**config.mk**
```make
export PLATFORM = sky130hd
export DESIGN_NAME = i2c_target_flat
export DESIGN_NICKNAME = d
export VERILOG_FILES = /design/src/rtl/i2c_target_if.sv /design/src/rtl/i2c_target.sv /design/src/flat_wrapper.sv
export SDC_FILE = /design/constraint.sdc
export NUM_CORES = 1
export LEC_CHECK = 0
export CORE_MARGIN = 1.5
export CORE_UTILIZATION = 25
export CTS_CLUSTER_SIZE = 30
export DETAILED_ROUTE_END_ITERATION = 7
export PLACE_DENSITY_LB_ADDON = 0.2
export RECOVER_POWER = 50
export REMOVE_ABC_BUFFERS = 1
export SLEW_MARGIN = 15
export SYNTH_ARGS = -nofsm -noshare
export SYNTH_HDL_FRONTEND = slang
export SYNTH_SLANG_ARGS = --single-unit
```
**constraint.sdc**
```tcl
create_clock -name i_clk -period 2.65 [get_ports i_clk]
set_clock_uncertainty 0.05 [all_clocks]
set_input_delay 0.53 -clock i_clk [delete_from_list [all_inputs] [get_ports i_clk]]
set_output_delay 0.53 -clock i_clk [all_outputs]
set_load 0.03 [all_outputs]
```
**src/rtl/i2c_target_if.sv**
```systemverilog
// MMIO bus bundle for the I2C target peripheral.
//   i_sel/i_we/i_re : select, write strobe, read strobe
//   i_addr          : register byte offset (bit0 ignored)
//   i_wdata         : write data
//   o_rdata/o_rdy   : combinational read data, always-ready
interface i2c_target_if;
  logic        i_sel;
  logic        i_we;
  logic        i_re;
  logic [3:0]  i_addr;
  logic [15:0] i_wdata;
  logic [15:0] o_rdata;
  logic        o_rdy;

  modport slave  (input i_sel, i_we, i_re, i_addr, i_wdata, output o_rdata, o_rdy);
  modport master (output i_sel, i_we, i_re, i_addr, i_wdata, input o_rdata, o_rdy);
endinterface

```
**src/rtl/i2c_target.sv**
```systemverilog
// Memory-mapped I2C target: matches a programmable 7-bit address, receives
// write bytes into RXDATA and serves read bytes from TXDATA. No clock stretching.
//   i_clk, i_rst      : system clock, async active-high reset
//   bus               : MMIO slave port (i2c_target_if)
//   i_scl, i_sda      : bus pin levels
//   o_sda_oe          : 1 pulls SDA low
//   o_irq             : IRQ_EN & IRQ_PEND
//
// state     | meaning
// ----------+--------------------------------------------------
// IDLE      | waiting for START (or disabled)
// ADDR      | shifting in the address byte
// ADDR_ACK  | driving address ACK during 9th clock
// RX        | shifting in a write byte
// RX_ACK    | driving ACK/NACK for a received byte
// TX        | driving a read byte MSB first
// TX_ACK    | sampling controller ACK/NACK
// WAIT_STOP | not ours or finished; SDA released until STOP/START
module i2c_target #(
  parameter int         SYNC_STAGES = 2,
  parameter logic [6:0] RESET_ADDR  = 7'h42
) (
  input  logic        i_clk,
  input  logic        i_rst,
  i2c_target_if.slave bus,
  input  logic        i_scl,
  input  logic        i_sda,
  output logic        o_sda_oe,
  output logic        o_irq
);

  typedef enum logic [2:0] {
    S_IDLE, S_ADDR, S_ADDR_ACK, S_RX, S_RX_ACK, S_TX, S_TX_ACK, S_WAIT_STOP
  } state_t;

  state_t                 r_state;
  logic [SYNC_STAGES-1:0] r_scl_sync, r_sda_sync;
  logic                   r_scl_d, r_sda_d;
  logic [3:0]             r_bitcnt;
  logic [7:0]             r_shift;
  logic                   r_rw, r_hit, r_ack, r_sda_oe;
  logic                   r_en, r_irq_en, r_ack_data;
  logic                   r_rx_valid, r_rx_ovf, r_irq_pend, r_stop_seen, r_tx_under, r_tx_full;
  logic [6:0]             r_own;
  logic [7:0]             r_rxdata, r_txdata;

  logic       w_scl, w_sda, w_rise, w_fall, w_start, w_stop;
  logic       w_wr, w_rd, w_busy;
  logic [2:0] w_reg;
  logic [7:0] w_load_byte, w_status;
  logic       w_unused;

  assign w_scl   = r_scl_sync[SYNC_STAGES-1];
  assign w_sda   = r_sda_sync[SYNC_STAGES-1];
  assign w_rise  = w_scl & ~r_scl_d;
  assign w_fall  = ~w_scl & r_scl_d;
  assign w_start = w_scl & r_scl_d & r_sda_d & ~w_sda;
  assign w_stop  = w_scl & r_scl_d & ~r_sda_d & w_sda;

  assign w_reg = bus.i_addr[3:1];
  assign w_wr  = bus.i_sel & bus.i_we;
  assign w_rd  = bus.i_sel & bus.i_re;

  // An empty TX holding register reads as all-ones (bus idle level)
  assign w_load_byte = r_tx_full ? r_txdata : 8'hFF;
  assign w_busy      = (r_state != S_IDLE) && (r_state != S_WAIT_STOP);
  assign w_status    = {r_tx_full, r_tx_under, r_stop_seen, r_irq_pend,
                        r_rx_ovf, r_rx_valid, r_rw, w_busy};
  assign w_unused    = ^{bus.i_addr[0], bus.i_wdata[15:8]};

  always_comb begin
    bus.o_rdata = 16'h0000;
    if (w_rd) begin
      case (w_reg)
        3'd0:    bus.o_rdata = {13'b0, r_ack_data, r_irq_en, r_en};
        3'd1:    bus.o_rdata = {8'b0, w_status};
        3'd2:    bus.o_rdata = {9'b0, r_own};
        3'd3:    bus.o_rdata = {8'b0, r_rxdata};
        3'd4:    bus.o_rdata = {8'b0, r_txdata};
        default: bus.o_rdata = 16'h0000;
      endcase
    end
  end

  assign bus.o_rdy = 1'b1;
  assign o_sda_oe  = r_sda_oe;
  assign o_irq     = r_irq_en & r_irq_pend;

  always_ff @(posedge i_clk or posedge i_rst) begin
    if (i_rst) begin
      r_state     <= S_IDLE;
      r_scl_sync  <= '1;
      r_sda_sync  <= '1;
      r_scl_d     <= 1'b1;
      r_sda_d     <= 1'b1;
      r_bitcnt    <= 4'd0;
      r_shift     <= 8'h00;
      r_rw        <= 1'b0;
      r_hit       <= 1'b0;
      r_ack       <= 1'b0;
      r_sda_oe    <= 1'b0;
      r_en        <= 1'b0;
      r_irq_en    <= 1'b0;
      r_ack_data  <= 1'b0;
      r_rx_valid  <= 1'b0;
      r_rx_ovf    <= 1'b0;
      r_irq_pend  <= 1'b0;
      r_stop_seen <= 1'b0;
      r_tx_under  <= 1'b0;
      r_tx_full   <= 1'b0;
      r_own       <= RESET_ADDR;
      r_rxdata    <= 8'h00;
      r_txdata    <= 8'h00;
    end else begin
      r_scl_sync <= {r_scl_sync[SYNC_STAGES-2:0], i_scl};
      r_sda_sync <= {r_sda_sync[SYNC_STAGES-2:0], i_sda};
      r_scl_d    <= w_scl;
      r_sda_d    <= w_sda;

      // MMIO clears come first so that hardware sets further down win
      if (w_wr) begin
        case (w_reg)
          3'd0: {r_ack_data, r_irq_en, r_en} <= bus.i_wdata[2:0];
          3'd1: begin
            if (bus.i_wdata[3]) r_rx_ovf    <= 1'b0;
            if (bus.i_wdata[4]) r_irq_pend  <= 1'b0;
            if (bus.i_wdata[5]) r_stop_seen <= 1'b0;
            if (bus.i_wdata[6]) r_tx_under  <= 1'b0;
          end
          3'd2:    r_own <= bus.i_wdata[6:0];
          default: ;
        endcase
      end
      if (w_rd && w_reg == 3'd3) r_rx_valid <= 1'b0;

      if (w_stop) begin
        r_state  <= S_IDLE;
        r_sda_oe <= 1'b0;
        r_hit    <= 1'b0;
        if (r_hit) begin
          r_stop_seen <= 1'b1;
          r_irq_pend  <= 1'b1;
        end
      end else if (!r_en) begin
        r_state  <= S_IDLE;
        r_sda_oe <= 1'b0;
        r_hit    <= 1'b0;
      end else if (w_start) begin
        r_state  <= S_ADDR;
        r_bitcnt <= 4'd0;
        r_sda_oe <= 1'b0;
        r_hit    <= 1'b0;
      end else begin
        case (r_state)
          S_ADDR: begin
            if (w_rise) begin
              r_shift  <= {r_shift[6:0], w_sda};
              r_bitcnt <= r_bitcnt + 4'd1;
            end else if (w_fall && r_bitcnt == 4'd8) begin
              r_bitcnt <= 4'd0;
              if (r_shift[7:1] == r_own) begin
                r_sda_oe <= 1'b1;
                r_rw     <= r_shift[0];
                r_hit    <= 1'b1;
                r_state  <= S_ADDR_ACK;
              end else begin
                r_state  <= S_WAIT_STOP;
              end
            end
          end
          S_ADDR_ACK: begin
            if (w_fall) begin
              if (!r_rw) begin
                r_sda_oe <= 1'b0;
                r_state  <= S_RX;
              end else begin
                r_shift    <= w_load_byte;
                r_sda_oe   <= ~w_load_byte[7];
                r_tx_full  <= 1'b0;
                r_irq_pend <= 1'b1;
                if (!r_tx_full) r_tx_under <= 1'b1;
                r_bitcnt   <= 4'd0;
                r_state    <= S_TX;
              end
            end
          end
          S_RX: begin
            if (w_rise) begin
              r_shift  <= {r_shift[6:0], w_sda};
              r_bitcnt <= r_bitcnt + 4'd1;
              if (r_bitcnt == 4'd7) begin
                if (r_rx_valid) begin
                  r_rx_ovf <= 1'b1;
                  r_ack    <= 1'b0;
                end else begin
                  r_rxdata   <= {r_shift[6:0], w_sda};
                  r_rx_valid <= 1'b1;
                  r_irq_pend <= 1'b1;
                  r_ack      <= r_ack_data;
                end
              end
            end else if (w_fall && r_bitcnt == 4'd8) begin
              r_sda_oe <= r_ack;
              r_bitcnt <= 4'd0;
              r_state  <= S_RX_ACK;
            end
          end
          S_RX_ACK: begin
            if (w_fall) begin
              r_sda_oe <= 1'b0;
              r_state  <= r_ack ? S_RX : S_WAIT_STOP;
            end
          end
          S_TX: begin
            if (w_fall) begin
              if (r_bitcnt == 4'd7) begin
                r_sda_oe <= 1'b0;
                r_state  <= S_TX_ACK;
              end else begin
                r_sda_oe <= ~r_shift[6];
                r_shift  <= {r_shift[6:0], 1'b0};
                r_bitcnt <= r_bitcnt + 4'd1;
              end
            end
          end
          S_TX_ACK: begin
            if (w_rise) begin
              if (w_sda) r_state <= S_WAIT_STOP;
            end else if (w_fall) begin
              r_shift    <= w_load_byte;
              r_sda_oe   <= ~w_load_byte[7];
              r_tx_full  <= 1'b0;
              r_irq_pend <= 1'b1;
              if (!r_tx_full) r_tx_under <= 1'b1;
              r_bitcnt   <= 4'd0;
              r_state    <= S_TX;
            end
          end
          default: ;
        endcase
      end

      // After the FSM so a TXDATA write re-arms TX_FULL even on a load cycle
      if (w_wr && w_reg == 3'd4) begin
        r_txdata  <= bus.i_wdata[7:0];
        r_tx_full <= 1'b1;
      end
    end
  end

endmodule

```
**src/flat_wrapper.sv**
```systemverilog
// flat-port wrapper written by rule: the top's interface ports become plain ports
module i2c_target_flat 
#(
  parameter int         SYNC_STAGES = 2,
  parameter logic [6:0] RESET_ADDR  = 7'h42
)
  (i_clk, i_rst, i_scl, i_sda, o_sda_oe, o_irq, bus_i_sel, bus_i_we, bus_i_re, bus_i_addr, bus_i_wdata, bus_o_rdata, bus_o_rdy);
  i2c_target_if bus_i ();
  input  logic i_clk;
  input  logic i_rst;
  input  logic i_scl;
  input  logic i_sda;
  output logic o_sda_oe;
  output logic o_irq;
  input wire logic [$bits(bus_i.i_sel)-1:0] bus_i_sel;
  input wire logic [$bits(bus_i.i_we)-1:0] bus_i_we;
  input wire logic [$bits(bus_i.i_re)-1:0] bus_i_re;
  input wire logic [$bits(bus_i.i_addr)-1:0] bus_i_addr;
  input wire logic [$bits(bus_i.i_wdata)-1:0] bus_i_wdata;
  output wire logic [$bits(bus_i.o_rdata)-1:0] bus_o_rdata;
  output wire logic [$bits(bus_i.o_rdy)-1:0] bus_o_rdy;
  assign bus_i.i_sel = bus_i_sel;
  assign bus_i.i_we = bus_i_we;
  assign bus_i.i_re = bus_i_re;
  assign bus_i.i_addr = bus_i_addr;
  assign bus_i.i_wdata = bus_i_wdata;
  assign bus_o_rdata = bus_i.o_rdata;
  assign bus_o_rdy = bus_i.o_rdy;
  i2c_target #(.SYNC_STAGES(SYNC_STAGES), .RESET_ADDR(RESET_ADDR)) u_core (.i_clk(i_clk), .i_rst(i_rst), .bus(bus_i), .i_scl(i_scl), .i_sda(i_sda), .o_sda_oe(o_sda_oe), .o_irq(o_irq));
endmodule
```
## After elaboration in Yosys (flattened, before gate mapping)

Cells that the tools add are included.

- Flip-flop bits (word level): 57
- Bits in latches: 0
- Memory bits (writable): 0
- ROM bits: 0
- Input port bits: 27
- Output and inout port bits: 19
- Logic and storage cells: 236
- Memories kept: 0

- Add/sub/neg operators: 1
- Multiply operators: 0
- Div/mod/pow operators: 0
- Magnitude comparators: 0
- Eq/ne operators: 52
- Shifts and indexed selects: 0
- Mux-type cells: 118
- Bitwise logic cells: 20
- Reductions and logical operators: 22

Operators by type and width:

| operator | count |
|---|---|
| $mux 1 | 75 |
| $mux 8 | 8 |
| $ne 5x5->1 const B | 11 |
| $mux 3 | 17 |
| $pmux 8 s5 | 1 |
| $mux 4 | 9 |
| $reduce_and 11->1 | 3 |
| $pmux 8 s4 | 1 |
| $ne 3x1->1 const B | 7 |
| $pmux 3 s6 | 1 |
| $mux 16 | 1 |
| $ne 4x4->1 const B | 4 |
| $pmux 4 s4 | 1 |
| $reduce_and 7->1 | 2 |
| $eq 3x2->1 const B | 4 |
| $eq 3x3->1 const B | 4 |
| $and 1x1->1 | 10 |
| $ne 2x1->1 const B | 5 |
| $not 1->1 | 10 |
| $reduce_and 10->1 | 1 |
| $ne 3x3->1 const B | 3 |
| $ne 9x9->1 const B | 1 |
| $ne 2x2->1 const B | 4 |
| $reduce_and 8->1 | 1 |
| 22 further kinds | 29 |

## Logic depth before layout (Yosys ltp)

Gate-level depths: netlist of run 1.

- Depth after elaboration: 10
- Depth in mapped cells: 8
- Depth with buffers taken out: 7

## Worst setup path after synthesis of run 1

Ideal clock, no wire load.

- Kind: input to output
- From: input bus_i_addr[2]
- To: output bus_o_rdata[1]
- Arrival: 1.974 ns
- Required time: 2.070 ns
- Path slack: 0.096 ns
- Cell stages on the path: 6
- Path buffers: 2
- Path through: clkbuf_1 > buf_1 > nor2b_1 > a21oi_1 > o22a_1 > nor2_1

- Cells in the longest elaborated chain, start to end: 3

Ends and longest elaborated chain:

| item | line | RTL |
|---|---|---|
| start, declared | flat_wrapper.sv:18 | `input wire logic [$bits(bus_i.i_addr)-1:0] bus_i_addr;` |
| $eq 3x3->1, or another cell as far along | i2c_target.sv:74 | `case (w_reg)` |
| $pmux 8 s5 * | i2c_target.sv:74 |  |
| $mux 16 * | i2c_target.sv:73 | `if (w_rd) begin` |
| end, declared | flat_wrapper.sv:20 | `output wire logic [$bits(bus_i.o_rdata)-1:0] bus_o_rdata;` |

Every way passes the cells marked *; elsewhere a longest branch is shown, timed or not.

## Worst setup path after layout of run 1

- From: input bus_i_addr[3]
- To: output bus_o_rdata[7]

Same word-level chain as after synthesis.

==> reports/qor.csv, run 1 <==
stage;metric;value;unit
global_route;antenna_found_initial;0;
clock_network;clock_tree_from_tritoncts;done;
logic_synthesis;yosys_warns;0;
worst_hold_path;worst_hold_startpoint;u_core.r_scl_sync[0];
clock_network;ctsLongestPathBuffers;2;
logic_synthesis;syn-instance-count;321;
placement;post-dp-hpwl;6170;um
worst_setup_path;end_kind;output pin;
layout;area.growth.synth_to_final;29.5;%
worst_setup_path;critical_path.cell_chain;clkdlybuf4s50_1 > buf_12 > nand2b_1 > nor2_1 > a31oi_1 > nor2_1 > buf_4;
logic_synthesis;mappedNetlistArea;3260;um2
logic_synthesis;synth_enable_flop_cells;0;
global_route;global_route_wire_length_before_repair;13200;um
detailed_routing;detailedRoute.firstIterationViolations;86;
pwr;max-vdd-ir-drop;0.296;mV
detailed_routing;num_vias;2558;
worst_setup_path;critical_path.startpoint_type;input port;
floorplanning;fp.dieH;117;um
layout;fin_nets;400;
detailed_routing;vias_per_cell;4.67;
floorplanning;ios;46;
status;outcome;completed;
logic_synthesis;post_synth_main_area_contributors;sky130_fd_sc_hd__dfrtp_1 (38%), sky130_fd_sc_hd__mux2_2 (9.3%), sky130_fd_sc_hd__dfstp_2 (6.4%);
floorplanning;placementRows;41;
sta;timing_worst_slew_pin_value;1.45;ns
pwr;p_per_area;899;nW/um2
global_route;maximum_number_of_pins_on_one_net_before_global_route_repair;58;
logic_synthesis;synth.largest_area_cell;sky130_fd_sc_hd__dfrtp_1;
clock_network;cts-hold-fix-buffers;0;
placement;preCtsSetupSlack;-0.0325;ns
detailed_routing;drc_errors;0;
worst_hold_path;worst_hold_depth;0;
worst_hold_path;hold_path_endpoint;u_core.r_scl_sync[1];
sta;rsz_0062_raised_after_global_routing;no;
flow_run;maxCapViolations;0;
layout;layoutNonFillerInstCount;548;
placement;gp_routability_congestion;0.863;
detailed_routing;number_of_nets_with_antenna_violations_after_detailed_routing;0;
global_route;first_global_vias;2418;
sta;minimum_clock_period_after_layout;2.53;ns
clock_network;cts_root_buf;sky130_fd_sc_hd__clkbuf_16;
detailed_routing;route.detailed.wl_per_inst;15.4;um
sta;timing.hold.ws;0.309;ns
logic_synthesis;multiplexer_fraction_of_the_synthesized_cell_area;16.5;%
worst_setup_path;path_common_cell;sky130_fd_sc_hd__nor2_1;
sta;setup_viol;0;
placement;dp_cells;529;
logic_synthesis;synth.lib_cells_used.distinct;55;
logic_synthesis;synth_seq_area_share;44.0;%
sta;crit_path_setup_slack_layout;0.118;ns
sta;max_clock_freq;395;MHz
sta;layout_worst_path_cycle_share;95.6;%
worst_setup_path;r2r.worst_path.cells;6;
clock_network;cts_buffers;9;
logic_synthesis;synth_compound_area_share;14.0;%
sta;finalMaxSlewViolations;0;
global_route;grt_util_all_layers;13.1;%
worst_setup_path;timing.setup.critical_path_class;in -> out;
global_route;global_route_total_overflow;0;
floorplanning;initial_cell_density_of_the_core;25.8;%
sta;hold_violation_total_from_the_final_report;0;
clock_network;clock_sink_count;57;
worst_setup_path;critPathMaxFanout;20;
logic_synthesis;synth-xor-area-share;2.15;%
logic_synthesis;synth_top_cell_area_share;37.6;%
worst_setup_path;worstPathRequired;2.07;ns
worst_setup_path;critical_path.reg2reg.endpoint;u_core.r_rw;
logic_synthesis;ys_ff_latch;57;
detailed_routing;postRouteWirelength;8460;um
sta;max_slew_margin;3.65;%
worst_setup_path;arrival;1.95;ns
floorplanning;die_x;117;um
worst_setup_path;regToRegSetupSlack;0.35;ns
logic_synthesis;average_cell_area_after_synthesis;10.2;um2
layout;fraction_of_final_layout_cells_sized_beyond_drive_strength_1;28.2;%
logic_synthesis;synthSimpleGateAreaFrac;17.4;%
logic_synthesis;synthAdderAreaFrac;0.767;%
logic_synthesis;dominantRegCellSynth;sky130_fd_sc_hd__dfrtp_1;
logic_synthesis;synth_async_sr_flop_share;100;%
floorplanning;die-area;13700;um2
logic_synthesis;combinational_family_with_the_most_area_after_synthesis;simple AND/OR/NAND/NOR gates;
clock_network;cts_htree_levels;3;
pwr;totalPowerFinal;3800;uW
worst_setup_path;critPathSlowestCell;sky130_fd_sc_hd__clkdlybuf4s50_1;
detailed_routing;drt_pass1_iterations;4;
worst_setup_path;r2r_start;u_core.r_own[2];
pwr;cellLeakagePower;0.00180;uW
clock_network;cts.reportedPaths.clkPinSlew;0.05;ns
worst_setup_path;cpPeakStageDelay;0.50;ns
worst_hold_path;hold_class;reg -> reg;
clock_network;insertion_delay;0.34;ns
placement;port_buffers;27;
floorplanning;core_footprint;12700;um2
layout;diodes;0;
## flip-flops by register name (all words and copies together) (netlist names), 2 cells and up
name               count
u_core.r_rxdata        8
u_core.r_shift         8
u_core.r_txdata        8
u_core.r_own           7
u_core.r_bitcnt        4
u_core.r_state         3
u_core.r_scl_sync      2
u_core.r_sda_sync      2
## final cells by class
type	instances	area (um2)
sequential	57	1440
inverter	11	41.3
timing repair buffer	52	473
multi-input combinational	240	1740
tap	172	215
fill	1311	8440
clock buffer	9	225
clock inverter	7	93.8
## cell families (layout without fill, tap and decap cells)
group	count (synthesis)	in the layout
and+or+nand+nor	109	109
DFF	57	57
other	2	9
AOI/OAI and AO/OA	67	67
buffers and inverters	31	79
xor gates and xnor gates	8	8
adders and majority gates	2	2
muxes	45	45
## critical path, delay by kind of cell
family          cells  cell delay (ns)
compound gates      1             0.14
buf+inv             3             0.83
simple gates        3             0.44
## through the flow
| step | utilization (%) | area [um2] | setup TNS [ns] |
|---|---|---|---|
| after floorplan | - | 3170 | 0 |
| after global placement | 30.3 | 3840 | -0.0351 |
| after detailed placement | 30.3 | 3840 | -0.0660 |
| after CTS | 33.0 | 4180 | 0 |
| after global routing | 33.4 | 4230 | 0 |
| final | 33.4 | 4230 | 0 |
## layout by cell type, fill, tap and decap left out, types with 5 or more instances in the layout
cell / count
sky130_fd_sc_hd__dfrtp_1: 49
sky130_fd_sc_hd__nand2_1: 34
sky130_fd_sc_hd__buf_4: 28
sky130_fd_sc_hd__nor2_1: 25
sky130_fd_sc_hd__mux2_2: 23
sky130_fd_sc_hd__o21ai_0: 15
sky130_fd_sc_hd__clkdlybuf4s50_1: 14
sky130_fd_sc_hd__a21oi_1: 11
sky130_fd_sc_hd__mux2_4: 11
sky130_fd_sc_hd__inv_1: 10
sky130_fd_sc_hd__a31oi_1: 9
sky130_fd_sc_hd__conb_1: 9
sky130_fd_sc_hd__clkbuf_16: 9
sky130_fd_sc_hd__nand2b_1: 7
sky130_fd_sc_hd__nand3_1: 7
sky130_fd_sc_hd__dfstp_2: 6
sky130_fd_sc_hd__mux2_1: 5
sky130_fd_sc_hd__mux2i_1: 5
## synth_stat cells, types with 2 or more instances
cell / number
sky130_fd_sc_hd__nor4_4: 2
sky130_fd_sc_hd__nand2_1: 34
sky130_fd_sc_hd__mux2_1: 5
sky130_fd_sc_hd__or4_1: 2
sky130_fd_sc_hd__xor2_1: 4
sky130_fd_sc_hd__dfstp_2: 8
sky130_fd_sc_hd__a22oi_1: 5
sky130_fd_sc_hd__dfrtp_1: 49
sky130_fd_sc_hd__o221ai_1: 2
sky130_fd_sc_hd__buf_2: 2
sky130_fd_sc_hd__nor4_1: 3
sky130_fd_sc_hd__inv_1: 11
sky130_fd_sc_hd__nor2b_1: 6
sky130_fd_sc_hd__conb_1: 2
sky130_fd_sc_hd__mux2_4: 7
sky130_fd_sc_hd__o22a_1: 3
sky130_fd_sc_hd__ha_1: 2
sky130_fd_sc_hd__and2_1: 2
sky130_fd_sc_hd__a31oi_1: 9
sky130_fd_sc_hd__nand2b_1: 7
sky130_fd_sc_hd__nand4_1: 4
sky130_fd_sc_hd__mux2_2: 27
sky130_fd_sc_hd__mux2i_1: 5
sky130_fd_sc_hd__o211ai_1: 2
sky130_fd_sc_hd__nand3b_1: 3
sky130_fd_sc_hd__or3_1: 3
sky130_fd_sc_hd__a22o_1: 3
sky130_fd_sc_hd__buf_4: 9
sky130_fd_sc_hd__nand3_1: 7
sky130_fd_sc_hd__a21o_1: 3
sky130_fd_sc_hd__nor3_1: 3
sky130_fd_sc_hd__o21ai_0: 16
sky130_fd_sc_hd__nor2_1: 27
sky130_fd_sc_hd__clkbuf_1: 7
sky130_fd_sc_hd__a21oi_1: 12
sky130_fd_sc_hd__xnor2_1: 4
sky130_fd_sc_hd__o21ai_1: 3
## report_power, final
part	internal [uW]	leakage (uW)	switching (uW)
combinational	572	0.000933	634
sequential	1070	0.000712	271
clock	821	0.000152	430
total	2460	0.00180	1330
## worst max-delay path by stage
stage	from	to	slack [ns]	cells past startpoint
after detailed placement	bus_i_addr[2]	bus_o_rdata[2]	-0.03	8
after CTS	bus_i_addr[2]	bus_o_rdata[1]	0.02	8
after global placement	bus_i_addr[2]	bus_o_rdata[1]	-0.02	8
final	bus_i_addr[3]	bus_o_rdata[7]	0.12	7
after global routing	u_core.r_state[1]	bus_o_rdata[0]	0.007	7
after floorplan	u_core.r_state[1]	bus_o_rdata[0]	0.52	6
## repair_timing
item / CTS / global route
gates resized for setup: 3 / 15
buffers inserted: 1 / 2
hold endpoints to repair: 0 / 0
endpoints found under the setup margin: 4 / 8
pin swaps: 0 / 2
## metal layers
| layer | vias to the layer above | part of all wire [%] | GRT usage (%) |
|---|---|---|---|
| met5 | - | 0 | 0 |
| met4 | 0 | 2.0 | 6.02 |
| met3 | 10 | 3.4 | 3.19 |
| met2 | 49 | 45 | 19.3 |
| met1 | 1259 | 50 | 18.2 |
| li1 | 1240 | - | - |
Power figures use the tool's default switching activity.
==> run 2: changes to the inputs <==
--- a/config.mk
+++ b/config.mk
@@ -7,7 +7,6 @@
 export LEC_CHECK = 0
 export CORE_MARGIN = 1.5
 export CORE_UTILIZATION = 25
-export CTS_CLUSTER_SIZE = 30
 export DETAILED_ROUTE_END_ITERATION = 7
 export PLACE_DENSITY_LB_ADDON = 0.2
 export RECOVER_POWER = 50
==> constraint.sdc (replaced) <==
create_clock -name i_clk -period 3.26 [get_ports i_clk]
set_clock_uncertainty 0.05 [all_clocks]
set_input_delay 0.652 -clock i_clk [delete_from_list [all_inputs] [get_ports i_clk]]
set_output_delay 0.652 -clock i_clk [all_outputs]
set_load 0.03 [all_outputs]
==> reports/qor.csv, run 2 (synthesis results as in run 1) <==
stage;metric;value;unit
status;outcome;finished with violations;
status;failed_checks;max-capacitance violations, max-slew violations;
worst_setup_path;critPathMaxFanout;8;
global_route;first_global_vias;2395;
sta;rsz_0062_raised_after_global_routing;no;
clock_network;cts_root_buf;sky130_fd_sc_hd__clkbuf_16;
floorplanning;fp.dieH;117;um
clock_network;clock_sink_count;57;
clock_network;insertion_delay;0.33;ns
detailed_routing;detailedRoute.firstIterationViolations;134;
clock_network;cts_buffers;9;
worst_setup_path;r2r.worst_path.cells;4;
placement;post-dp-hpwl;6270;um
worst_setup_path;cpPeakStageDelay;0.63;ns
detailed_routing;vias_per_cell;4.66;
worst_setup_path;critPathSlowestCell;sky130_fd_sc_hd__clkdlybuf4s50_1;
floorplanning;die_x;117;um
worst_setup_path;timing.setup.critical_path_class;in -> out;
layout;diodes;0;
worst_setup_path;critical_path.cell_chain;clkdlybuf4s50_1 > buf_4 > o21ai_0 > nand3_2 > nor2_1 > buf_4;
clock_network;cts_htree_levels;3;
sta;layout_worst_path_cycle_share;95.5;%
layout;design_area;4070;um2
sta;timing.hold.ws;0.310;ns
floorplanning;placementRows;41;
detailed_routing;num_vias;2508;
layout;fraction_of_final_layout_cells_sized_beyond_drive_strength_1;23.2;%
layout;area.growth.synth_to_final;24.6;%
worst_setup_path;arrival;2.41;ns
placement;preCtsSetupSlack;0.0401;ns
global_route;global_route_wire_length_before_repair;13200;um
global_route;global_route_total_overflow;0;
pwr;cellLeakagePower;0.00171;uW
sta;setup_viol;0;
layout;nFillCells;1314;
detailed_routing;postRouteWirelength;8360;um
worst_setup_path;worstPathRequired;2.56;ns
clock_network;cts_post_setup_buffers_inserted;0;
floorplanning;ios;46;
placement;port_buffers;27;
sta;max_clock_freq;321;MHz
placement;area_post_placement;3760;um2
sta;crit_path_setup_slack_layout;0.147;ns
flow_run;maxCapViolations;1;
pwr;max-vdd-ir-drop;0.246;mV
floorplanning;initial_cell_density_of_the_core;25.8;%
placement;gp_routability_congestion;0.838;
clock_network;cts.reportedPaths.clkPinSlew;0.05;ns
worst_hold_path;worst_hold_depth;0;
detailed_routing;drc_errors;0;
sta;fin_setup_tns;0;ns
sta;timing_worst_slew_pin_value;1.79;ns
layout;layout_common_cells;sky130_fd_sc_hd__dfrtp_1 (49), sky130_fd_sc_hd__nand2_1 (34), sky130_fd_sc_hd__nor2_1 (27), sky130_fd_sc_hd__mux2_2 (27), sky130_fd_sc_hd__buf_4 (20);
detailed_routing;number_of_nets_with_antenna_violations_after_detailed_routing;0;
global_route;antenna_found_initial;0;
sta;minimum_clock_period_after_layout;3.11;ns
layout;fin_nets;390;
detailed_routing;drt_pass1_iterations;4;
worst_setup_path;path_common_cell;sky130_fd_sc_hd__buf_4;
clock_network;cts-resized-gates;0;
clock_network;clock_tree_from_tritoncts;done;
sta;finalMaxSlewViolations;33;
floorplanning;die-area;13700;um2
layout;layoutNonFillerInstCount;538;
sta;max_slew_margin;-19.1;%
placement;dp_cells;522;
clock_network;ctsLongestPathBuffers;2;
floorplanning;core_footprint;12700;um2
worst_setup_path;end_kind;output pin;
global_route;grt_util_all_layers;13.1;%
detailed_routing;route.detailed.wl_per_inst;15.5;um
layout;top_regs;u_core.r_rxdata x8, u_core.r_shift x8, u_core.r_txdata x8;
layout;final_common_cell;sky130_fd_sc_hd__dfrtp_1;
worst_hold_path;hold_class;reg -> reg;
global_route;maximum_number_of_pins_on_one_net_before_global_route_repair;33;
worst_setup_path;critical_path.startpoint_type;input port;
pwr;p_per_area;744;nW/um2
clock_network;cts-hold-fix-buffers;0;
sta;hold_violation_total_from_the_final_report;0;
[run 2: changes by cell type in the layout (fill, tap and decap cells not counted), moves of 3 or more]
cell and delta:
sky130_fd_sc_hd__a22oi_1 +4, sky130_fd_sc_hd__a22oi_2 -4, sky130_fd_sc_hd__buf_4 -8, sky130_fd_sc_hd__clkbuf_1 +3, sky130_fd_sc_hd__mux2_2 +4, sky130_fd_sc_hd__mux2_4 -4
[run 2: routing by layer]
layer,track usage [%],up-vias,part of all wire [%]
met1,18.1,1223,48
li1,-,1215,-
met4,6.51,0,2.2
met5,0,-,0
met3,2.32,13,3.6
met2,19.6,57,46
[run 2: critical path, delay by kind of cell]
family | cells | cell delay (ns)
buf+inv | 3 | 1.08
compound gates | 1 | 0.19
simple gates | 2 | 0.48
[run 2: path summary, 6_finish.rpt]
kind	startpoint	end	slack [ns]
max in group asynchronous	i_rst	u_core.r_shift[2]	0.56
worst min-delay path	u_core.r_scl_sync[0]	u_core.r_scl_sync[1]	0.31
worst max register to register	u_core.r_scl_sync[1]	u_core.r_rxdata[2]	0.88
worst min register to register	u_core.r_scl_sync[0]	u_core.r_scl_sync[1]	0.31
min in group asynchronous	i_rst	u_core.r_shift[0]	0.64
worst max-delay path	bus_i_addr[2]	bus_o_rdata[7]	0.15
[run 2: metrics by stage]
stage                     util [%]  total power [uW]
final                         32.1              3030
after global routing          32.1              3220
after CTS                     32.1              3060
after detailed placement      29.7              2070
after global placement        29.7              2070
after floorplan                  -              1740
[run 2: where the power goes]
| group | leakage [uW] | switching [uW] | total (uW) | internal (uW) |
|---|---|---|---|---|
| sequential | 0.000712 | 206 | 1080 | 871 |
| clock | 0.000149 | 337 | 969 | 632 |
| combinational | 0.000845 | 523 | 980 | 457 |
[run 2: final cells by class]
| type | count | area, um2 | share of cell area [%] |
|---|---|---|---|
| multi-input cells | 240 | 1700 | 41.8 |
| flip-flops and latches | 57 | 1440 | 35.3 |
| repair buffers | 42 | 368 | 9.05 |
| clock buffers | 12 | 256 | 6.31 |
| well taps | 172 | 215 | 5.29 |
| clock inverters | 4 | 51.3 | 1.26 |
| inverters | 11 | 41.3 | 1.02 |
